### src/rtl/display_sync_rx.sv
// display_sync_rx
// ---------------
// This block recovers active-area coordinates and frame and line strobes from a raw
// hsync/vsync/de stream. It measures the line and frame timing and raises `locked`
// once that timing has stayed the same for enough complete frames.
// Everything runs in the clk_pix domain. The inputs are synchronous to clk_pix, so the
// input stage is a two-register edge detector and not a metastability synchroniser.
//
// Ports
//   clk_pix, rst_pix_n   pixel clock; synchronous active-low reset
//   hsync, vsync         raw syncs; polarity set by H_POL / V_POL (1 = active-high)
//   de                   raw data enable, active-high
//   sx, sy               active-area column/row of the pixel flagged by de_o
//   de_o                 de delayed by two clocks; qualifies sx/sy/line/frame
//   line                 one-clock strobe on the first active pixel of each line
//   frame                one-clock strobe on the first active pixel of a frame
//   h_total, h_active    measured clocks per line / de-high clocks per line
//   v_total, v_active    measured lines per frame / active lines per frame
//   locked               timing stable for LOCK_FRAMES matching frames
//
// Stream semantics: de_o acts as a valid with no back-pressure. sx, sy, line and frame
// mean something only in cycles where de_o is high. The sink must take every flagged
// pixel.
//
// The lock FSM lives in `state` (UNLOCKED / MEASURE / LOCKED) and can be probed directly.
module display_sync_rx #(
    parameter int CORDW       = 16,
    parameter int H_POL       = 0,
    parameter int V_POL       = 0,
    parameter int LOCK_FRAMES = 2
) (
    input  logic             clk_pix,
    input  logic             rst_pix_n,
    input  logic             hsync,
    input  logic             vsync,
    input  logic             de,
    output logic [CORDW-1:0] sx,
    output logic [CORDW-1:0] sy,
    output logic             de_o,
    output logic             line,
    output logic             frame,
    output logic [CORDW-1:0] h_total,
    output logic [CORDW-1:0] h_active,
    output logic [CORDW-1:0] v_total,
    output logic [CORDW-1:0] v_active,
    output logic             locked
);

    localparam logic [CORDW-1:0] CMAX     = '1;
    localparam logic [4:0]       LOCK_TGT = 5'(LOCK_FRAMES - 1);

    typedef enum logic [1:0] {
        UNLOCKED = 2'd0,
        MEASURE  = 2'd1,
        LOCKED   = 2'd2
    } state_t;

    state_t state;

    // Every counter saturates at the top of its range and never wraps.
    function automatic logic [CORDW-1:0] sat_inc(input logic [CORDW-1:0] x);
        return (x == CMAX) ? x : x + CORDW'(1);
    endfunction

    // Syncs are normalised to active-high before the edge detectors.
    logic hs_in, vs_in;
    assign hs_in = (H_POL != 0) ? hsync : ~hsync;
    assign vs_in = (V_POL != 0) ? vsync : ~vsync;

    logic hs_q1, hs_q2, vs_q1, vs_q2, de_q1, de_q2;
    logic hs_le, vs_le, de_rise, de_fall;

    assign hs_le   = hs_q1 & ~hs_q2;
    assign vs_le   = vs_q1 & ~vs_q2;
    assign de_rise = de_q1 & ~de_q2;
    assign de_fall = ~de_q1 & de_q2;

    logic [CORDW-1:0] hcnt, dcnt, vcnt, acnt;
    logic [4*CORDW-1:0] prev_meas;
    logic [3:0] match_cnt;

    logic [CORDW-1:0] hcnt_nx, dcnt_nx, vcnt_line, acnt_line, vcnt_nx, acnt_nx;
    logic [CORDW-1:0] h_total_nx, h_active_nx, v_total_nx, v_active_nx;
    logic [CORDW-1:0] sx_nx, sy_nx;
    logic [4*CORDW-1:0] cur_meas;
    logic             meas_ok, watchdog;
    logic [4:0]       match_inc;

    always_comb begin
        hcnt_nx     = hs_le ? CORDW'(1) : sat_inc(hcnt);
        h_total_nx  = hs_le ? hcnt : h_total;

        dcnt_nx     = dcnt;
        if (de_rise)    dcnt_nx = CORDW'(1);
        else if (de_q1) dcnt_nx = sat_inc(dcnt);
        h_active_nx = de_fall ? dcnt : h_active;

        // A line or active line that ends in the same cycle as the vsync edge still
        // belongs to the frame that is closing.
        vcnt_line   = hs_le ? sat_inc(vcnt) : vcnt;
        acnt_line   = de_fall ? sat_inc(acnt) : acnt;
        v_total_nx  = vs_le ? vcnt_line : v_total;
        v_active_nx = vs_le ? acnt_line : v_active;
        vcnt_nx     = vs_le ? '0 : vcnt_line;
        acnt_nx     = vs_le ? '0 : acnt_line;

        sx_nx = sx;
        if (de_rise)    sx_nx = '0;
        else if (de_q1) sx_nx = sat_inc(sx);

        sy_nx = sy;
        if (vs_le)        sy_nx = '0;
        else if (de_fall) sy_nx = sat_inc(sy);

        cur_meas = {h_total_nx, h_active_nx, v_total_nx, v_active_nx};
        meas_ok  = (cur_meas == prev_meas) &&
                   (h_total_nx != '0) && (h_active_nx != '0) &&
                   (v_total_nx != '0) && (v_active_nx != '0);

        // A saturated hcnt or vcnt means an hsync or vsync edge has gone missing.
        watchdog  = (hcnt == CMAX) || (vcnt == CMAX);
        match_inc = {1'b0, match_cnt} + 5'd1;
    end

    always_ff @(posedge clk_pix) begin
        if (!rst_pix_n) begin
            hs_q1     <= 1'b0;
            hs_q2     <= 1'b0;
            vs_q1     <= 1'b0;
            vs_q2     <= 1'b0;
            de_q1     <= 1'b0;
            de_q2     <= 1'b0;
            hcnt      <= '0;
            dcnt      <= '0;
            vcnt      <= '0;
            acnt      <= '0;
            sx        <= '0;
            sy        <= '0;
            de_o      <= 1'b0;
            line      <= 1'b0;
            frame     <= 1'b0;
            h_total   <= '0;
            h_active  <= '0;
            v_total   <= '0;
            v_active  <= '0;
            prev_meas <= '0;
            match_cnt <= '0;
            locked    <= 1'b0;
            state     <= UNLOCKED;
        end else begin
            hs_q1 <= hs_in;
            hs_q2 <= hs_q1;
            vs_q1 <= vs_in;
            vs_q2 <= vs_q1;
            de_q1 <= de;
            de_q2 <= de_q1;

            hcnt     <= hcnt_nx;
            dcnt     <= dcnt_nx;
            vcnt     <= vcnt_nx;
            acnt     <= acnt_nx;
            h_total  <= h_total_nx;
            h_active <= h_active_nx;
            v_total  <= v_total_nx;
            v_active <= v_active_nx;

            // The pixel outputs come from the q1 stage, so they land two clocks after
            // de is sampled.
            sx    <= sx_nx;
            sy    <= sy_nx;
            de_o  <= de_q1;
            line  <= de_rise;
            frame <= de_rise && (sy_nx == '0);

            case (state)
                UNLOCKED: begin
                    locked <= 1'b0;
                    // The first vsync edge only opens a frame. Its snapshot is the
                    // reference for the first comparison.
                    if (vs_le) begin
                        state     <= MEASURE;
                        match_cnt <= '0;
                        prev_meas <= cur_meas;
                    end
                end
                MEASURE: begin
                    if (watchdog) begin
                        state     <= UNLOCKED;
                        match_cnt <= '0;
                    end else if (vs_le) begin
                        prev_meas <= cur_meas;
                        if (meas_ok) begin
                            match_cnt <= match_inc[3:0];
                            if (match_inc >= LOCK_TGT) begin
                                state  <= LOCKED;
                                locked <= 1'b1;
                            end
                        end else begin
                            match_cnt <= '0;
                        end
                    end
                end
                LOCKED: begin
                    if (watchdog || (vs_le && !meas_ok)) begin
                        state     <= UNLOCKED;
                        locked    <= 1'b0;
                        match_cnt <= '0;
                    end else if (vs_le) begin
                        prev_meas <= cur_meas;
                    end
                end
                default: begin
                    state     <= UNLOCKED;
                    locked    <= 1'b0;
                    match_cnt <= '0;
                end
            endcase
        end
    end

endmodule

### config.mk
export PLATFORM = sky130hd
export DESIGN_NAME = display_sync_rx
export DESIGN_NICKNAME = d
export VERILOG_FILES = /design/src/rtl/display_sync_rx.sv
export SDC_FILE = /design/constraint.sdc
export NUM_CORES = 1
export LEC_CHECK = 0
export BUFFER_PORTS_ARGS = -buffer_cell sky130_fd_sc_hd__clkbuf_2
export CAP_MARGIN = 30
export CORE_MARGIN = 2
export CORE_UTILIZATION = 56
export DETAILED_ROUTE_END_ITERATION = 12
export MAX_ROUTING_LAYER = met4
export PLACE_DENSITY = 0.78
export SYNTH_ARGS = -nofsm -noshare
export SYNTH_HDL_FRONTEND = slang
export SYNTH_SLANG_ARGS = --single-unit
### constraint.sdc
create_clock -name clk_pix -period 3.95 [get_ports clk_pix]
set_clock_uncertainty 0.1 [all_clocks]
set_input_delay 0.395 -clock clk_pix [delete_from_list [all_inputs] [get_ports clk_pix]]
set_output_delay 0.395 -clock clk_pix [all_outputs]
set_load 0.01 [all_outputs]
==> impl_metrics.toml, run 1 <==
[grt]
first_pass_grt_wire_length_um = 68340
antenna_found_initial = 0
via_count_of_the_first_global_routing_pass = 13037
overall_global_routing_usage_pct = 33.27
largest_net_degree_at_the_start_of_global_routing = 69
total_gr_overflow = 0

[cells_and_area]
fin_nets = 1863
layout_cells_sized_above_1_pct = 17.96
area_growth_syn_to_layout_pct = 18.31
antennaDiodeCount = 0

[run]
cap_viol_max_count = 0

[critical_path]
setup.worst_path.end_class = "flip-flop"
cp_cell_sequence = "ha_4 -> nand4_1 -> or4_4 -> mux2i_2 -> o21a_2 -> nand3_1 -> or4_4 -> o211ai_2 -> nor4_4 -> buf_4 -> buf_12 -> or4_1 -> nand3_1"
critical_path.endpoint = "prev_meas[45]"
crit_fanout = 27
crit_path_start_kind = "flip-flop"
critical_path.reg2reg.startpoint = "acnt[0]"
cp_max_stage_delay_ns = 0.63
worstRegToRegCells = 13
critPathRequiredTime_ns = 4.34
regToRegSetupSlack_ns = 0.15
rr_endpoint = "prev_meas[45]"
critical_path.startpoint = "acnt[0]"
crit_path_top_delay_cell = "sky130_fd_sc_hd__or4_4"
cp.arrival_ns = 4.18
timing_worst_setup_path_type = "reg -> reg"

[synthesis]
syn-cell-area_um2 = 13680
most_frequently_used_cell_type_in_the_post_synthesis_netlist = "sky130_fd_sc_hd__dfxtp_1"
yosysWarningCount = 0
number_of_flops_mapped_to_enable_cells_by_yosys = 0
synth_fp_nets = 1741
yosys-top-cells-area = "sky130_fd_sc_hd__dfxtp_1, sky130_fd_sc_hd__nor2_1, sky130_fd_sc_hd__nand2_1, sky130_fd_sc_hd__nand3_1, sky130_fd_sc_hd__xnor2_1"
area_share_of_the_largest_cell_type_after_synthesis_pct = 34.97
register_bit_total_from_synthesis = 239
asyncSetResetFlopFracSynth_pct = 0
ys_types = 90
synth.top_cells.by_count = "sky130_fd_sc_hd__dfxtp_1, sky130_fd_sc_hd__nor2_1, sky130_fd_sc_hd__nand2_1"
seq_area_frac_synth_pct = 34.97
synth.avg_cell_area_um2 = 7.918
yosys.area.top_type = "sky130_fd_sc_hd__dfxtp_1"
postSynth.topFlopCell = "sky130_fd_sc_hd__dfxtp_1"
post_synth_inst_count = 1728

[floorplan]
design.portCount = 105
area_of_the_die_um2 = 25700
initial_utilization_pct = 56.59
die_height_um = 160.3
rows = 57
core_um2 = 24180
chip_width_um = 160.3

[sta]
final_hold_viol_count = 0
layout_worst_path_cycle_share_pct = 96.08
timing.final.setup_violations = 0
timing.final.max_slew_violations = 0
tightestPinTransition_ns = 0.7367
hold_ws_ns = 0.02668
final.min_clock_period_ns = 3.795
achievable-frequency_ghz = 0.2635
relSlewSlack_pct = 50.24

[clocking]
clkLatencyLatePin_ns = 0.55
clock_sinks = 239
h_tree_levels = 1
clkTransAtPathRegs_ns = 0.06
clockRootBuffer = "sky130_fd_sc_hd__clkbuf_16"
clock_tree_from_tritoncts = "yes"
clk_path_buf_depth = 3
cts_made_buffers = 27

[routing]
routed_wire_length_per_instance_um = 20.12
violation_count_after_the_first_detailed_routing_iteration = 1777
drtPass1Iterations = 8
vias_per_cell = 6.511
route.vias.total = 14292
drt_drc_violations_left = 0
route.final.wire_length_um = 44170
antenna_left = 0

[placement]
gp_congestion = 1.036
detailed_place_hpwl_um = 31010
port_buffers = 104

[power_and_ir_drop]
power.leakage_nw = 6.383
power-per-cell-area_nw_per_um2 = 340.2
finalPower_mw = 5.506
ir_drop_mv = 0.2871

[run_status]
run_status = "finished, final reports clean"

[min_path]
hold_class = "in -> reg"
==> stage by stage <==
stage	std cells	setup slack (ns)	area, um2	util (%)	TNS [ns]
4_1_cts	2186	0.01065	15930	65.87	0
6_report	2195	0.1549	16190	66.95	0
2_1_floorplan	1728	0.4547	13680	-	0
5_1_grt	2195	-0.004428	16190	66.95	-0.004494
3_3_place_gp	2133	0.1163	14970	61.91	0
3_5_place_dp	2134	0.04615	14980	61.97	0
==> where the power goes <==
| group | switching [mW] | total [mW] | internal (mW) |
|---|---|---|---|
| Clock | 1.06 | 2.63 | 1.57 |
| Sequential | 0.0340 | 2.47 | 2.44 |
| Combinational | 0.265 | 0.406 | 0.142 |
| Total | 1.36 | 5.51 | 4.15 |
==> worst min-delay path by stage <==
stage                     startpoint  endpoint  slack (ns)  depth (start not counted)
after floorplan                hsync     hs_q1        0.36                          1
after global placement        sx[10]    sx[10]        0.38                          2
after detailed placement      sx[10]    sx[10]        0.40                          2
after CTS                         de     de_q1        0.02                          2
after global routing              de     de_q1        0.02                          2
final                             de     de_q1        0.03                          2
==> placed cells by master, fill, tap and decap left out, types with 7 or more instances in the layout <==
| master | netlist | layout |
|---|---|---|
| sky130_fd_sc_hd__clkbuf_2 | 2 | 103 |
| sky130_fd_sc_hd__buf_12 | 0 | 8 |
| sky130_fd_sc_hd__and2_1 | 19 | 19 |
| sky130_fd_sc_hd__a211oi_1 | 10 | 10 |
| sky130_fd_sc_hd__nand2b_1 | 17 | 15 |
| sky130_fd_sc_hd__xor2_1 | 52 | 51 |
| sky130_fd_sc_hd__mux2i_1 | 43 | 38 |
| sky130_fd_sc_hd__dfxtp_2 | 0 | 11 |
| sky130_fd_sc_hd__ha_1 | 8 | 7 |
| sky130_fd_sc_hd__clkbuf_16 | 0 | 28 |
| sky130_fd_sc_hd__o31ai_1 | 7 | 7 |
| sky130_fd_sc_hd__nand4_1 | 34 | 34 |
| sky130_fd_sc_hd__o311ai_0 | 8 | 8 |
| sky130_fd_sc_hd__inv_1 | 36 | 36 |
| sky130_fd_sc_hd__nor2_1 | 221 | 221 |
| sky130_fd_sc_hd__xnor2_1 | 55 | 55 |
| sky130_fd_sc_hd__or4_1 | 20 | 18 |
| sky130_fd_sc_hd__o22ai_1 | 7 | 7 |
| sky130_fd_sc_hd__nand3_1 | 115 | 114 |
| sky130_fd_sc_hd__or2_2 | 8 | 8 |
| sky130_fd_sc_hd__and3_1 | 31 | 30 |
| sky130_fd_sc_hd__o211ai_1 | 10 | 10 |
| sky130_fd_sc_hd__nand4b_1 | 48 | 48 |
| sky130_fd_sc_hd__nand3b_1 | 7 | 7 |
| sky130_fd_sc_hd__o21a_1 | 11 | 11 |
| sky130_fd_sc_hd__a21oi_1 | 62 | 61 |
| sky130_fd_sc_hd__nor2b_1 | 20 | 19 |
| sky130_fd_sc_hd__a32oi_1 | 50 | 50 |
| sky130_fd_sc_hd__a31oi_1 | 23 | 21 |
| sky130_fd_sc_hd__nor4_1 | 36 | 33 |
| sky130_fd_sc_hd__o21ai_0 | 49 | 47 |
| sky130_fd_sc_hd__buf_4 | 4 | 100 |
| sky130_fd_sc_hd__dfxtp_1 | 239 | 228 |
| sky130_fd_sc_hd__or3_1 | 16 | 16 |
| sky130_fd_sc_hd__nand2_1 | 163 | 163 |
| sky130_fd_sc_hd__nor3_1 | 65 | 63 |
==> critical path, delay by kind of cell (launching register included) <==
family	cells	cell delay, ns
and+or+nand+nor	7	2.04
buffers and inverters	2	0.35
adders and majority gates	1	0.16
AOI/OAI and AO/OA	2	0.44
muxes	1	0.25
DFF	1	0.37
==> sequential cells by signal (all words and copies together), names as in the netlist, 16 cells and up <==
name       cells
prev_meas     64
acnt          16
dcnt          16
h_active      16
h_total       16
hcnt          16
sx            16
sy            16
v_active      16
v_total       16
vcnt          16
==> cell type report <==
cell class / instances / area [um2]
repair buffers: 219 / 1531
fillers: 2030 / 7990
clock inverters: 11 / 142.6
clock buffers: 39 / 780.7
well taps: 324 / 405.4
multi-input cells: 1326 / 8389
flip-flops and latches: 239 / 4798
inverters: 37 / 138.9
==> metal layers <==
metal,part of all wire [%],track usage (%),up-vias
met5,0,-,-
met1,41,43.46,6780
met3,10,5.579,142
met2,45,51.95,810
met4,4.0,12.61,0
li1,-,-,6560
==> timing repair <==
action	4_1_cts	5_1_grt
endpoints found under the setup margin	0	65
hold endpoints to repair	2	0
setup buffers	0	8
hold buffers	2	0
resized for setup	0	44
==> logic make-up after synthesis <==
group	after synthesis	synth area share (%)
mux	48	3.576
compound gates	305	15.87
simple gates	858	33.00
fa+ha+maj	8	0.7316
buf+inv	163	5.002
xor+xnor	107	6.850
flops	239	34.97
(Power assumes the default switching activity.)
==> run 2, diff against run 1 <==
CTS_BUF_LIST = sky130_fd_sc_hd__clkbuf_16   (was unset)
==> run 2 against run 1 <==
  * Fmax shrank 1.4%
  * Final area is 0.37% lower
  * Via count rose by 0.80%
  * Clock power down 5%
  * Routed wire length is essentially flat
  * Global-route usage is 0.14 points lower
  * Register-to-register slack worse by 0.05 ns
  * Critical path depth stayed put
  * Sequential share of layout area is 0.087 points higher
  * Final cell count hardly changed
  * Critical path type unchanged
  * Largest cell class unchanged
  * Largest power group unchanged
==> impl_metrics.toml, run 2 (synthesis results as in run 1) <==
[run_status]
run_status = "finished, final reports clean"

[placement]
area_after_dpl_um2 = 14980
gp_congestion = 1.036
port_buffers = 104
dpl_worst_slack_ns = 0.04615
detailed_place_hpwl_um = 31010

[sta]
timing.final.setup_violations = 0
achievable-frequency_ghz = 0.2599
layout_worst_path_cycle_share_pct = 97.40
timing.final.max_slew_violations = 0
tightestPinTransition_ns = 0.7538
final_hold_viol_count = 0
relSlewSlack_pct = 49.08
final.min_clock_period_ns = 3.847
setup_slack_ns = 0.1027

[power_and_ir_drop]
swShare_pct = 25.31
power.leakage_nw = 6.376
power-per-cell-area_nw_per_um2 = 333.2
internal_power_mw = 4.014
pwr-share-seq_pct = 45.9
power.combinational.fraction_pct = 7.6
finalPower_mw = 5.374
ir_drop_mv = 0.2849
p_clk_share_pct = 46.5
power.switching_mw = 1.360

[cells_and_area]
multiInputGateArea_um2 = 8394
antennaDiodeCount = 0
final.fill_count = 2036
layout_cells_sized_above_1_pct = 17.68
area_growth_syn_to_layout_pct = 17.87
regMostFlops = "prev_meas"
fin_nets = 1864
finish.utilization_pct = 66.70
mostFrequentLayoutCell = "sky130_fd_sc_hd__dfxtp_1"
most-common-layout-cells = "sky130_fd_sc_hd__dfxtp_1, sky130_fd_sc_hd__nor2_1, sky130_fd_sc_hd__nand2_1, sky130_fd_sc_hd__nand3_1, sky130_fd_sc_hd__clkbuf_2"
largest_register_ffs = 64
register_area_um2 = 4795
final_area_um2 = 16130

[routing]
violation_count_after_the_first_detailed_routing_iteration = 1748
routed_wire_length_per_instance_um = 20.11
drt_drc_violations_left = 0
vias_per_cell = 6.560
route.final.wire_length_um = 44150
antenna_left = 0
drtPass1Iterations = 6
route.vias.total = 14406

[grt]
antenna_found_initial = 0
first_pass_grt_wire_length_um = 68230
overall_global_routing_usage_pct = 33.13
via_count_of_the_first_global_routing_pass = 13057
largest_net_degree_at_the_start_of_global_routing = 69
total_gr_overflow = 0

[clocking]
clock_tree_from_tritoncts = "yes"
clockRootBuffer = "sky130_fd_sc_hd__clkbuf_16"
clk_path_buf_depth = 3
clkLatencyLatePin_ns = 0.55
h_tree_levels = 1
cts_made_buffers = 27
clkTransAtPathRegs_ns = 0.06
clock_sinks = 239

[floorplan]
die_height_um = 160.3
design.portCount = 105
initial_utilization_pct = 56.59
core_um2 = 24180
rows = 57
chip_width_um = 160.3
area_of_the_die_um2 = 25700

[critical_path]
crit_path_start_kind = "flip-flop"
crit_fanout = 27
cp.arrival_ns = 4.23
setup.worst_path.end_class = "flip-flop"
timing_worst_setup_path_type = "reg -> reg"
critPathRequiredTime_ns = 4.34

[min_path]
hold_class = "in -> reg"

[run]
cap_viol_max_count = 0
==> run 2: changes by cell type in the layout (fill, tap and decap cells not counted), sizes merged <==
cell    change
clkinv      +6
clkbuf     -12
inv         +6
buf         +1
==> run 2: metrics by stage <==
step / TNS, ns / std cells / hold WS (ns)
after detailed placement: 0 / 2134 / 0.4006
after floorplan: 0 / 1728 / 0.3617
after CTS: 0 / 2186 / 0.02402
after global placement: 0 / 2133 / 0.3793
after global routing: -0.08382 / 2196 / 0.01936
final: 0 / 2196 / 0.02954
==> run 2: path summary, 6_finish.rpt <==
| kind | from | cells past startpoint | slack [ns] | end |
|---|---|---|---|---|
| max | acnt[1] | 13 | 0.10 | prev_meas[45] |
| min | de | 2 | 0.03 | de_q1 |
| max reg2reg | acnt[1] | 13 | 0.10 | prev_meas[45] |
| min reg2reg | sx[10] | 2 | 0.41 | sx[10] |
==> run 2: what timing repair did <==
item / CTS / global route
gates resized for setup: 0 / 41
buffers inserted: 0 / 9
setup endpoints to repair: 0 / 65
endpoints found under the hold margin: 2 / 0
hold buffers: 2 / 0
==> run 2: final cells by class <==
cell class | count | share of cell area (%)
Multi-Input combinational cell | 1326 | 52.05
Sequential cell | 239 | 29.73
Timing Repair Buffer | 220 | 9.489
Clock buffer | 27 | 4.190
Tap cell | 324 | 2.514
Clock inverter | 23 | 1.164
Inverter | 37 | 0.8612
==> run 2: critical path, cell delays in order (launching register included) <==
cell                       delay, ns
sky130_fd_sc_hd__dfxtp_2        0.37
sky130_fd_sc_hd__ha_2           0.23
sky130_fd_sc_hd__nand4_1        0.15
sky130_fd_sc_hd__or4_4          0.62
sky130_fd_sc_hd__mux2i_2        0.26
sky130_fd_sc_hd__o21a_2         0.22
sky130_fd_sc_hd__nand3_1        0.09
sky130_fd_sc_hd__or4_4          0.58
sky130_fd_sc_hd__o211ai_2       0.23
sky130_fd_sc_hd__nor4_4         0.10
sky130_fd_sc_hd__buf_4          0.18
sky130_fd_sc_hd__buf_8          0.18
sky130_fd_sc_hd__or4_1          0.41
sky130_fd_sc_hd__nand3_1        0.08
==> run 2: layer usage <==
| metal | up-vias | global-route usage, % | share of wire (%) |
|---|---|---|---|
| li1 | 6568 | - | - |
| met1 | 6864 | 43.39 | 41 |
| met2 | 817 | 51.87 | 45 |
| met3 | 157 | 5.320 | 10 |
| met4 | 0 | 12.33 | 4.1 |
| met5 | - | - | 0 |
==> run 2: power groups by stage <==
stage               combinational, mW  clock, mW  sequential [mW]
CTS                             0.389       2.50             2.47
floorplan                       0.245          0             2.52
finish                          0.408       2.50             2.47
global route                    0.430       2.61             2.47
detailed placement              0.386          0             2.52
global placement                0.379          0             2.52
